[config.mk]
export PLATFORM = sky130hd
export DESIGN_NAME = sparse_zeroskip_index_stream
export DESIGN_NICKNAME = d
export VERILOG_FILES = /design/src/rtl/sparse_zeroskip_pkg.sv /design/src/rtl/sparse_zeroskip_lane_extract.sv /design/src/rtl/sparse_zeroskip_index_stream.sv
export SDC_FILE = /design/constraint.sdc
export NUM_CORES = 1
export LEC_CHECK = 0
export ABC_AREA = 1
export CORE_UTILIZATION = 25
export DETAILED_ROUTE_END_ITERATION = 8
export DONT_BUFFER_PORTS = 1
export SLEW_MARGIN = 5
export SYNTH_ARGS = -nofsm -noshare
export SYNTH_HDL_FRONTEND = slang
export SYNTH_SLANG_ARGS = --single-unit
[constraint.sdc]
create_clock -name clk -period 3.6 [get_ports clk]
set_input_delay 0.36 -clock clk [delete_from_list [all_inputs] [get_ports clk]]
set_output_delay 0.36 -clock clk [all_outputs]
set_load 0.01 [all_outputs]
[src/rtl/sparse_zeroskip_pkg.sv]
// rtl/sparse_zeroskip_pkg.sv - shared types and helpers for the zero-skip index streamer
package sparse_zeroskip_pkg;

    localparam int MAX_W         = 256;
    localparam int MAX_LANES     = 16;
    localparam int MAX_IDX_W     = 8;

    typedef enum logic {
        ST_IDLE,
        ST_EMIT
    } state_t;

    typedef struct packed {
        logic [MAX_LANES*MAX_IDX_W-1:0] index;
        logic [MAX_LANES-1:0]           lane_vld;
        logic                           last;
        logic                           last_rep;
    } beat_t;

    function automatic int idx_w(input int group);
        return (group < 2) ? 1 : $clog2(group);
    endfunction

    function automatic logic [8:0] popcount(input logic [MAX_W-1:0] v);
        logic [8:0] cnt;
        cnt = '0;
        for (int i = 0; i < MAX_W; i++) begin
            cnt = cnt + 9'(v[i]);
        end
        return cnt;
    endfunction

endpackage

[src/rtl/sparse_zeroskip_lane_extract.sv]
// rtl/sparse_zeroskip_lane_extract.sv - combinational lowest-set-bit chain forming one beat
module sparse_zeroskip_lane_extract
    import sparse_zeroskip_pkg::*;
#(
    parameter int GROUP = 16,
    parameter int LANES = 8
) (
    input  logic [GROUP-1:0]                residual,
    output logic [LANES*idx_w(GROUP)-1:0]   indices,
    output logic [LANES-1:0]                lane_vld,
    output logic [GROUP-1:0]                next_residual
);

    localparam int IDX_W = idx_w(GROUP);

    logic [GROUP-1:0] rem;
    logic [GROUP-1:0] low;

    // Each stage isolates the lowest remaining bit and removes it for the next stage.
    always_comb begin
        rem      = residual;
        low      = '0;
        indices  = '0;
        lane_vld = '0;
        for (int l = 0; l < LANES; l++) begin
            low         = rem & (~rem + GROUP'(1));
            lane_vld[l] = |rem;
            for (int b = 0; b < GROUP; b++) begin
                if (low[b]) begin
                    indices[l*IDX_W +: IDX_W] = IDX_W'(b);
                end
            end
            rem = rem & ~low;
        end
        next_residual = rem;
    end

endmodule

[src/rtl/sparse_zeroskip_index_stream.sv]
// rtl/sparse_zeroskip_index_stream.sv - streams nonzero indices of a cmap, replayed per data group
module sparse_zeroskip_index_stream
    import sparse_zeroskip_pkg::*;
#(
    parameter int GROUP  = 16,
    parameter int LANES  = 8,
    parameter int REPEAT = 8
) (
    input  logic                            clk,
    input  logic                            rst,
    input  logic                            in_valid,
    output logic                            in_ready,
    input  logic [GROUP-1:0]                in_cmap,
    output logic                            out_valid,
    input  logic                            out_ready,
    output logic [LANES*idx_w(GROUP)-1:0]   out_index,
    output logic [LANES-1:0]                out_lane_vld,
    output logic                            out_last,
    output logic                            out_last_rep,
    output logic [$clog2(REPEAT+1)-1:0]     out_rep,
    output logic [$clog2(GROUP+1)-1:0]      out_nz_cnt
);

    localparam int IDX_W = idx_w(GROUP);
    localparam int REP_W = $clog2(REPEAT+1);
    localparam int CNT_W = $clog2(GROUP+1);
    localparam logic [REP_W-1:0] FINAL_REP = REP_W'(REPEAT-1);

    state_t                 state;
    logic [GROUP-1:0]       cmap_q;
    logic [GROUP-1:0]       residual_q;
    logic [GROUP-1:0]       ext_in;
    logic [GROUP-1:0]       ext_next;
    logic [LANES*IDX_W-1:0] ext_idx;
    logic [LANES-1:0]       ext_vld;
    logic                   ext_last;
    logic [REP_W-1:0]       beat_rep;
    logic                   fire;
    logic                   accept;
    logic                   load;

    assign fire     = out_valid & out_ready;
    assign in_ready = (state == ST_IDLE) | (fire & out_last_rep);
    assign accept   = in_valid & in_ready;
    assign load     = accept | (fire & ~out_last_rep);

    // Source of the next beat: a fresh cmap, a replay reload, or the leftover residual.
    always_comb begin
        ext_in   = residual_q;
        beat_rep = out_rep;
        if (accept) begin
            ext_in   = in_cmap;
            beat_rep = '0;
        end else if (out_last) begin
            ext_in   = cmap_q;
            beat_rep = out_rep + REP_W'(1);
        end
    end

    sparse_zeroskip_lane_extract #(
        .GROUP(GROUP),
        .LANES(LANES)
    ) u_extract (
        .residual     (ext_in),
        .indices      (ext_idx),
        .lane_vld     (ext_vld),
        .next_residual(ext_next)
    );

    assign ext_last = (ext_next == '0);

    always_ff @(posedge clk or posedge rst) begin
        if (rst) begin
            state        <= ST_IDLE;
            out_valid    <= 1'b0;
            cmap_q       <= '0;
            residual_q   <= '0;
            out_index    <= '0;
            out_lane_vld <= '0;
            out_last     <= 1'b0;
            out_last_rep <= 1'b0;
            out_rep      <= '0;
            out_nz_cnt   <= '0;
        end else begin
            if (load) begin
                out_index    <= ext_idx;
                out_lane_vld <= ext_vld;
                out_last     <= ext_last;
                out_last_rep <= ext_last & (beat_rep == FINAL_REP);
                out_rep      <= beat_rep;
                residual_q   <= ext_next;
            end
            if (accept) begin
                state      <= ST_EMIT;
                out_valid  <= 1'b1;
                cmap_q     <= in_cmap;
                out_nz_cnt <= CNT_W'(popcount(MAX_W'(in_cmap)));
            end else if (fire & out_last_rep) begin
                state     <= ST_IDLE;
                out_valid <= 1'b0;
            end
        end
    end

endmodule

Yosys cells after proc, flatten, opt, wreduce, memory -nomap -nowiden
Index checks and enable logic that the tools add are counted.
{ "op_classes": {"addsub": 24, "mul": 0, "div_mod_pow": 0, "order_cmp": 0, "eq_ne": 1, "n_shift": 0, "n_mux": 126, "bitwise": 41, "reduce_logical": 10} }
{ "ops": {"columns": ["operator", "count"], "rows": [
  ["4-bit 2-to-1 mux", 66],
  ["16-bit bitwise AND", 16],
  ["16-bit NOT", 16],
  ["16-bit by 1-bit adder with 16-bit output, second input constant", 8],
  ["16-bit OR reduction", 8],
  ["3-bit 2-to-1 mux", 32],
  ["5-bit by 1-bit adder with 5-bit output", 11],
  ["16-bit 2-to-1 mux", 2],
  ["2-bit 2-to-1 mux", 16],
  ["16-bit zero test", 1],
  ["1-bit 2-to-1 mux", 10],
  ["4-bit by 1-bit adder with 5-bit output", 1],
  ["1-bit bitwise AND", 5],
  ["3-bit by 1-bit adder with 4-bit output", 1],
  ["4-bit by 1-bit adder with 4-bit output, second input constant", 1],
  ["4-bit by 3-bit equality test with 1-bit output, second input constant", 1],
  ["2-bit by 1-bit adder with 3-bit output", 1],
  ["1-bit by 1-bit adder with 2-bit output", 1],
  ["1-bit NOT", 2],
  ["1-bit OR", 2],
  ["2-bit nonzero test", 1]
]} }
{ "totals": {"ff_bits": 84, "latch_bits": 0, "ramBits": 0, "rom_bits": 0, "inputBits": 20, "mem_count": 0} }

Depth between registers and ports, before layout
Gate-level depths: netlist of the first run.
{ "logic_depth": {"depth_word": 58, "mapped_depth": 35, "mapped_depth_nobuf": 34} }

Hierarchy
Synthesis of the first run repeated with hierarchy kept, for this count alone.
{ "unflattened": {"hier_cells": 931, "area_unflattened_um2": 6286.0} }
{ "by_module_without_submodules": {"columns": ["module", "n_inst", "cells_each", "area_each_um2"], "rows": [
  ["sparse_zeroskip_index_stream", 1, 477, 4031.4],
  ["sparse_zeroskip_lane_extract", 1, 454, 2254.7]
]} }

Worst setup path after synthesis of the first run
Ideal clock, no wire load.
{ "synth_timing": {"kind": "input to register", "startpoint": "input port in_cmap[11]", "endpoint": "register out_nz_cnt[4]", "setup_ps": 83, "arrival_time_ps": 3267, "t_required_ps": 3517, "path_slack_ps": 251, "stages": 14, "n_path_buf": 0, "cell_sequence": "fa_1 -> inv_1 -> fa_1 -> inv_1 -> fa_1 -> inv_1 -> fa_1 -> inv_1 -> ha_1 -> inv_1 -> fa_1 -> nor2_1 -> o21ai_0 -> o21ai_0"} }
{ "synth_between": {"elab_chain_cells": 5} }
{ "synth_lines": {"columns": ["item", "line", "source"], "rows": [
  ["start, declared", "sparse_zeroskip_index_stream.sv:13", "input logic [GROUP-1:0] in_cmap,"],
  ["5-bit by 1-bit adder with 5-bit output (5 in a row)", "sparse_zeroskip_pkg.sv:28", "cnt = cnt + 9'(v[i]);"],
  ["end signal, assigned", "sparse_zeroskip_index_stream.sv:97", "out_nz_cnt <= CNT_W'(popcount(MAX_W'(in_cmap)));"],
  ["end, declared", "sparse_zeroskip_index_stream.sv:21", "output logic [$clog2(GROUP+1)-1:0] out_nz_cnt"]
]} }
No other way between the ends.
A chain may end at the register's enable or synchronous reset.

Worst setup path after layout of the first run
{ "layout_timing": {"startpoint": "register out_last_rep", "endpoint": "register out_index[6]"} }
{ "layout_between": {"elab_chain_cells": 24, "word_cells_on_any_way": 27, "cone_classes": "2 x add/sub; 13 x mux; 12 x bitwise"} }
{ "layout_lines": {"columns": ["item", "line", "source"], "rows": [
  ["start, declared", "sparse_zeroskip_index_stream.sv:19", "output logic out_last_rep,"],
  ["start signal, assigned", "sparse_zeroskip_index_stream.sv:89", "out_last_rep <= ext_last & (beat_rep == FINAL_REP);"],
  ["1-bit bitwise AND", "sparse_zeroskip_index_stream.sv:43", "assign in_ready = (state == ST_IDLE) | (fire & out_last_rep);"],
  ["1-bit OR", "sparse_zeroskip_index_stream.sv:43", null],
  ["1-bit bitwise AND", "sparse_zeroskip_index_stream.sv:44", "assign accept = in_valid & in_ready;"],
  ["16-bit 2-to-1 mux", "sparse_zeroskip_index_stream.sv:51", "if (accept) begin"],
  ["16-bit NOT", "sparse_zeroskip_lane_extract.sv:26", "low = rem & (~rem + GROUP'(1));"],
  ["16-bit by 1-bit adder with 16-bit output", "sparse_zeroskip_lane_extract.sv:26", null],
  ["16-bit bitwise AND", "sparse_zeroskip_lane_extract.sv:26", null],
  ["16-bit NOT", "sparse_zeroskip_lane_extract.sv:33", "rem = rem & ~low;"],
  ["16-bit bitwise AND", "sparse_zeroskip_lane_extract.sv:33", null],
  ["16-bit NOT", "sparse_zeroskip_lane_extract.sv:26", null],
  ["16-bit by 1-bit adder with 16-bit output", "sparse_zeroskip_lane_extract.sv:26", null],
  ["16-bit bitwise AND", "sparse_zeroskip_lane_extract.sv:26", null],
  ["3-bit 2-to-1 mux (4 in a row)", "sparse_zeroskip_lane_extract.sv:29", "if (low[b]) begin"],
  ["4-bit 2-to-1 mux (8 in a row)", "sparse_zeroskip_lane_extract.sv:29", null],
  ["end signal, assigned", "sparse_zeroskip_index_stream.sv:86", "out_index <= ext_idx;"],
  ["end, declared", "sparse_zeroskip_index_stream.sv:16", "output logic [LANES*idx_w(GROUP)-1:0] out_index,"]
]} }
Several ways; a longest one is shown, not always the timed one.

==> reports/qor.csv, run 1 <==
metric;value;unit
most common cell in the netlist;nand2_1;
Commonest cells post-synth;nand2_1, nor2_1, inv_1, dfrtp_1, o21ai_0;
root buffer cell;clkbuf_16;
CTS tree;yes;
nets@finish;1107;
Fin Clk Skew;14.0;ps
Slew Limit Fails;0;
GR Layer Usage met2;0.272;
CP Max Fanout;7;
post-synth top area cell;dfrtp_1;
Syn Nets;886;
busiest layer in global routing;met2;
Syn Inst Count;850;
Pre-Repair DR Iteration Count;4;
DR DRC count;0;
Tcrit/Tclk final;1.10;
PortBufs;0;
Syn Area/Cell;6.85;µm²
CP Capture Type;flip-flop;
GR Util All Layers;0.154;
Yosys top cell area share;0.327;
Achievable Freq;0.253;GHz
critical path's most frequent cell;buf_4;
share of post-route cells with drive strength above 1;0.430;
routability cong.;0.850;
Final Setup Violations;23;
Slew HR;0.379;
Worst Max-Slew Pin Slew;930;ps
M3 GR Usage;0.0339;
Max clock buf depth;2;
Yosys cell types;45;
R2R Path Start;out_last_rep$_DFFE_PP0P_;
drt initial violations;243;
CTS sink cnt;76;
CTS clock-pin slew for the worst setup and hold paths;70;ps
Fin. Hold Viols;0;
minimum clock period;3950;ps
Layout area overhead;51.9;%
Seq/Total Area, Yosys;0.327;
Post-synth ARST share;1.00;
type of the worst setup path;reg2reg;
DP HPWL;13200;µm
die width;155;µm
initial antenna violation count;0;
Starting Density;0.256;
Post-Syn Area;5820;µm²
DR WL/cell;13.4;µm
htree depth;3;
grt ovf;0;
number of enable flip-flop cells after synthesis;0;
GR Util met1;0.184;
die height;155;µm
hold_buf cts;0;
Util after Layout;0.390;
total number of placement rows;55;
number of vias per cell;4.54;
vias in the first global route;6081;
# diodes;0;
slowest CP cell;dfrtp_1;
synth warn;0;
violated checks;setup timing;
main flop type after synthesis;dfrtp_1;
later-pin clock latency in the skew report;360;ps
via count;6177;
global-route wire length before repair;29300;µm
Placeable Area;22700;µm²
status;finished with violations;
crit start category;flip-flop;
Total Routed Length;18200;µm
clock buffer count from CTS;9;
final worst setup slack;-347;ps
Tightest Hold Check Type;in2async;
RSZ-0062 raised after global routing;true;
MaxCap Viol Count;0;
Routed Antenna Nets;0;
Total Die Area;23900;µm²
largest net degree at the start of global routing;52;
leading post-synthesis cells by cell area;dfrtp_1, nand2_1, nor2_1;
Critical Path RT;3890;ps
worst path arrival time;4240;ps
Worst Setup SP;out_last_rep$_DFFE_PP0P_;
Max stage delay on crit path;420;ps
Seq cells post-synth;76;
Boundary Pins;73;
-- metrics by stage --
stage	hold slack, ps	TNS, ps	cells	setup slack, ps	instance area, µm²
floorplan	442	0	850	251	5820
finish	72.6	-5640	1360	-347	8850
global placement	455	-4110	1281	-319	7340
CTS	115	-2100	1329	-167	8230
detailed placement	458	-4700	1281	-316	7340
global route	155	-13150	1360	-597	8850
-- cells by family after synthesis --
group / synth area share
AO/OA/AOI/OAI: 0.139
XOR/XNOR: 0.00601
adder cells (fa/ha/maj): 0.0473
buffers and inverters: 0.0913
flip-flops: 0.327
AND/OR/NAND/NOR: 0.390
-- final cells by class --
| cell class | count | area [µm²] |
|---|---|---|
| inverter | 116 | 439 |
| timing repair buffer | 230 | 1760 |
| multi-input combinational | 638 | 4050 |
| sequential | 76 | 1900 |
| fill | 2295 | 13900 |
| clock buffer | 9 | 225 |
| tap | 285 | 357 |
| clock inverter | 6 | 113 |
-- placed cells by master, fill, tap and decap left out, types with 20 or more instances in the layout --
master / count
nor2_4: 35
o21ai_0: 35
inv_1: 90
dfrtp_1: 76
nor2_2: 28
inv_2: 22
a21oi_1: 25
buf_4: 222
nand3_1: 20
nor2_1: 92
nand2_4: 35
nand2_2: 58
nand2_1: 178
-- per-layer routing --
metal  vias to the layer above  share of wire
met2                        77           0.51
met5                         -              0
li1                       3177              -
met1                      2903           0.44
met3                        20          0.040
met4                         0          0.016
-- state kept, by name (all words and copies together) (netlist names) --
name,count
cmap_q,16
out_index,32
out_lane_vld,8
out_last,1
out_last_rep,1
out_nz_cnt,5
out_rep,4
residual_q,8
state,1
-- what timing repair did --
action                                  CTS  global route
endpoints found under the setup margin   26            41
buffers inserted                         33            31
pin swaps                                31            52
gates resized for setup                  79           106
-- worst paths after layout --
kind / depth (start not counted) / end / slack (ps)
setup reg to reg: 30 / out_index[6]$_DFFE_PP0P_ / -350
setup / recovery: 30 / out_index[6]$_DFFE_PP0P_ / -350
hold reg to reg: 2 / cmap_q[6]$_DFFE_PP0P_ / 470
hold / removal: 1 / cmap_q[14]$_DFFE_PP0P_ / 70
max in group asynchronous: 2 / out_index[13]$_DFFE_PP0P_ / 2650
min in group clk: 2 / cmap_q[8]$_DFFE_PP0P_ / 160
-- critical path, delay by kind of cell (launching register included) --
family | cells | cell delay [ps]
and+or+nand+nor | 9 | 990
buffers and inverters | 19 | 2240
DFF | 1 | 420
AOI/OAI and AO/OA | 2 | 230
Power of run 1 is not shown: default switching activity piles up to over one toggle a cycle in this logic, so the estimate is an artifact.
==> inputs of run 2 (changes only) <==
CORE_UTILIZATION = 46   (was 25)
GPL_TIMING_DRIVEN = 0   (was default)
SKIP_LAST_GASP = 1   (was default)
==> run 2 against run 1 <==
Routed wire length decreased by 6.4%. Highest routed layer unchanged. Non-clock buffer count decreased by 163. Critical path depth decreased by 3. Register-to-register slack improved by 90 ps. The flow still finishes with violations (setup timing). Worst setup slack improved by 88 ps. Global-route usage increased by 11 points. Die area decreased by 45%. Utilization increased by 22 points. Clock-buffer cell count increased by 1. First-iteration DRC count increased by 58%. Sequential share of layout area increased by 4.1 points. Hold slack improved by 83 ps.
==> reports/qor.csv, run 2 (synthesis gave the netlist of run 1 again) <==
metric;value;unit
status;finished with violations;
violated checks;setup timing;
top flop regs;out_index (32), cmap_q (16);
initial antenna violation count;0;
max reg flops;32;
area of the multi-input gates;4040;µm²
global-route wire length before repair;26900;µm
Fin. Hold Viols;0;
grt ovf;0;
Critical Path RT;3810;ps
Fillers;1160;
routability cong.;0.915;
Layout area overhead;27.9;%
FF/Latch Area;1900;µm²
slowest CP cell;dfrtp_2;
WL met3;748;µm
Boundary Pins;73;
Pre-Repair DR Iteration Count;5;
Fin Clk Skew;5.48;ps
leading cell type in the layout, fill and taps excluded;nand2_1;
Slew Limit Fails;0;
die height;115;µm
CTS clock-pin slew for the worst setup and hold paths;60;ps
# diodes;0;
Max clock buf depth;2;
Total Routed Length;17000;µm
Final Instance Area;7450;µm²
DP HPWL;12700;µm
Util after Layout;0.612;
PortBufs;0;
crit start category;flip-flop;
final worst setup slack;-260;ps
Worst Max-Slew Pin Slew;789;ps
Achievable Freq;0.259;GHz
Largest Register;out_index;
RSZ-0062 raised after global routing;true;
drt initial violations;384;
met1 WL;7690;µm
minimum hold slack;155;ps
MaxCap Viol Count;0;
Final Setup Violations;21;
minimum clock period;3860;ps
share of post-route cells with drive strength above 1;0.303;
commonest cells after routing, fill and taps aside;nand2_1, nor2_1, inv_1, dfrtp_1, nand2_2;
CTS tree;yes;
DR DRC count;0;
type of the worst setup path;reg2reg;
worst path arrival time;4070;ps
later-pin clock latency in the skew report;350;ps
GR Util All Layers;0.268;
setup tns final;-3950;ps
Starting Density;0.479;
die width;115;µm
clock buffer count from CTS;9;
critical path's most frequent cell;nor2_4;
met2 wire length;8140;µm
htree depth;3;
CP Max Fanout;6;
number of vias per cell;5.29;
Tcrit/Tclk final;1.07;
largest net degree at the start of global routing;40;
total number of placement rows;40;
placed cell areas;6060;µm²
Routed Antenna Nets;0;
nets@finish;944;
DR WL/cell;15.8;µm
Placeable Area;12200;µm²
Tightest Hold Check Type;in2reg;
Max stage delay on crit path;470;ps
Max Used Layer;met4;
Slew HR;0.474;
via count;5721;
vias in the first global route;5443;
root buffer cell;clkbuf_16;
Total Die Area;13100;µm²
CP Capture Type;flip-flop;
CTS sink cnt;76;
[run 2: cell types whose count changed in the layout (fill, tap and decap cells not counted), moves of 2 or more]
cell      previous run  this run
nand3_4              7         9
o21ai_4              2         0
o21ai_0             35        38
nand2_2             58        48
buf_6                8         0
nand2_4             35        39
clkbuf_1             0        11
nor2_2              28        26
buf_8                0         2
buf_2                0         2
buf_12               0         2
buf_4              222        45
buf_1                0         2
nand2_1            178       185
[run 2: path summary, 6_finish.rpt]
path | startpoint | endpoint | slack (ps) | cells past startpoint
setup reg to reg | out_last_rep$_DFFE_PP0P_ | out_lane_vld[6]$_DFFE_PP0P_ | -260 | 27
min in group asynchronous | rst | out_nz_cnt[3]$_DFFE_PP0P_ | 520 | 2
hold / removal | in_cmap[15] | cmap_q[15]$_DFFE_PP0P_ | 160 | 2
hold reg to reg | cmap_q[1]$_DFFE_PP0P_ | cmap_q[1]$_DFFE_PP0P_ | 470 | 2
setup / recovery | out_last_rep$_DFFE_PP0P_ | out_lane_vld[6]$_DFFE_PP0P_ | -260 | 27
max in group asynchronous | rst | out_index[13]$_DFFE_PP0P_ | 2500 | 3
[run 2: through the flow]
stage / std cells / worst slack, ps
2_1_floorplan: 850 / 251
3_3_place_gp: 1018 / -369
3_5_place_dp: 1019 / -423
4_1_cts: 1060 / -158
5_1_grt: 1081 / -519
6_report: 1081 / -260
[run 2: worst max-delay path, delay by kind of cell, from the launching register on]
kind                   cells  cell delay [ps]
AND/OR/NAND/NOR           23             2810
AO/OA/AOI/OAI              1               60
buffers and inverters      3              370
flip-flops                 1              470
[run 2: routing by layer]
layer,global-route usage,vias up
met4,0.0978,0
met5,0,-
met1,0.350,2709
met3,0.0524,33
met2,0.440,130
li1,-,2849
[run 2: layout make-up]
cell class                 instances  area share
clock buffer                      10      0.0321
sequential                        76       0.256
multi-input combinational        638       0.543
clock inverter                     6      0.0128
timing repair buffer              47      0.0544
buffer                            20      0.0146
inverter                         116      0.0593
tap                              168      0.0282
[run 2: repair_timing]
item,4_1_cts,5_1_grt
hold buffers,1,0
hold endpoints to repair,37,0
endpoints found under the setup margin,26,37
pin swaps,37,66
gates cloned,1,0
setup buffers,23,21
resized for setup,84,93
Power of run 2 is left out for the same reason.
==> inputs of run 3 (changes only) <==
CORE_UTILIZATION = 32   (was 46)
GPL_ROUTABILITY_DRIVEN = 0   (was default)
==> run 3 against run 2 <==
The run still ends with setup timing left. Final cell count increased by 5.4%. Routed wire length increased by 1.2%. First-iteration DRC count decreased by 6.3%. Sequential share of layout area decreased by 0.30 points. Flip-flop and latch count unchanged. Largest cell class unchanged.
==> reports/qor.csv, run 3 (synthesis gave the netlist of run 1 again) <==
metric;value;unit
Fin. Hold Viols;0;
die height;137;µm
CTS clock-pin slew for the worst setup and hold paths;70;ps
leading cell type in the layout, fill and taps excluded;nand2_1;
vias in the first global route;5559;
initial antenna violation count;0;
type of the worst setup path;reg2reg;
slowest CP cell;dfrtp_2;
share of post-route cells with drive strength above 1;0.315;
Achievable Freq;0.258;GHz
Worst Max-Slew Pin Slew;711;ps
later-pin clock latency in the skew report;350;ps
CP Max Fanout;6;
htree depth;3;
Fin Clk Skew;12.5;ps
Largest Register;out_index;
minimum clock period;3870;ps
Slew Limit Fails;0;
top flop regs;out_index (32), cmap_q (16);
Worst Setup SP;out_last_rep$_DFFE_PP0P_;
drt initial violations;360;
clock buffer count from CTS;9;
status;finished with violations;
die width;137;µm
final worst setup slack;-272;ps
CTS sink cnt;76;
Total Die Area;18700;µm²
Placeable Area;17500;µm²
Routed Antenna Nets;0;
nets@finish;946;
crit start category;flip-flop;
Total Routed Length;17200;µm
PortBufs;0;
# diodes;0;
global-route wire length before repair;27900;µm
Max stage delay on crit path;480;ps
via count;5685;
Layout area overhead;29.4;%
R2R Path Start;out_last_rep$_DFFE_PP0P_;
HP Start;in_cmap[0];
number of vias per cell;4.99;
GR Util All Layers;0.193;
DR DRC count;0;
Fillers;1794;
root buffer cell;clkbuf_16;
largest net degree at the start of global routing;48;
Slew HR;0.526;
Boundary Pins;73;
commonest cells after routing, fill and taps aside;nand2_1, nor2_1, inv_1, dfrtp_1, nand2_2;
worst path arrival time;4120;ps
Pre-Repair DR Iteration Count;5;
MaxCap Viol Count;0;
Tcrit/Tclk final;1.08;
Tightest Hold Check Type;in2reg;
CTS tree;yes;
Max clock buf depth;2;
total number of placement rows;48;
violated checks;setup timing;
RSZ-0062 raised after global routing;true;
grt ovf;0;
max reg flops;32;
Critical Path RT;3840;ps
final non-filler cell total;1139;
DP HPWL;12600;µm
Starting Density;0.332;
Final Setup Violations;22;
DR WL/cell;15.1;µm
CP Capture Type;flip-flop;
Placed Cells;1076;
run 3: metal layers:
| metal | track usage | wire, µm | vias up |
|---|---|---|---|
| li1 | - | - | 2853 |
| met3 | 0.0448 | 1020 | 23 |
| met4 | 0.0549 | 267 | 0 |
| met1 | 0.248 | 7610 | 2668 |
| met2 | 0.321 | 8350 | 141 |
| met5 | 0 | 0 | - |
run 3: worst paths after layout:
check                                             to  slack (ps)  depth (start not counted)
max                        out_index[28]$_DFFE_PP0P_        -270                         30
min                            cmap_q[0]$_DFFE_PP0P_         160                          2
max reg2reg                out_index[28]$_DFFE_PP0P_        -270                         30
min reg2reg                    cmap_q[0]$_DFFE_PP0P_         470                          2
max in group asynchronous   out_last_rep$_DFFE_PP0P_        2530                          3
min in group asynchronous     out_rep[0]$_DFFE_PP0P_         490                          2
run 3: timing repair:
action	in CTS	in global routing
endpoints found under the hold margin	29	0
hold buffers	1	0
setup endpoints to repair	25	41
pin swaps	52	41
gates resized for setup	108	89
setup buffers	26	20
gates cloned	1	0
run 3: layout make-up:
type	instances	area [µm²]	share of cell area
multi-input cells	638	4080	0.541
clock inverters	6	66.3	0.00880
repair buffers	49	427	0.0566
inverters	116	444	0.0589
well taps	225	282	0.0374
plain buffers	20	109	0.0144
flip-flops and latches	76	1900	0.253
clock buffers	9	225	0.0299
run 3: per-stage QoR:
step | instance area (µm²) | worst slack [ps] | TNS (ps) | hold slack [ps] | util
detailed placement | 6140 | -427 | -5470 | 265 | 0.350
CTS | 7060 | -171 | -1840 | 155 | 0.403
global route | 7540 | -532 | -9800 | 154 | 0.430
floorplan | 5820 | 251 | 0 | 442 | -
finish | 7540 | -272 | -3620 | 159 | 0.430
global placement | 6110 | -408 | -4900 | 454 | 0.348
run 3: worst max-delay path: cells and delay by family, from the launching register on:
kind | cells | cell delay, ps
simple gates | 26 | 2850
flops | 1 | 480
buf+inv | 4 | 430
Power of run 3 is left out for the same reason.
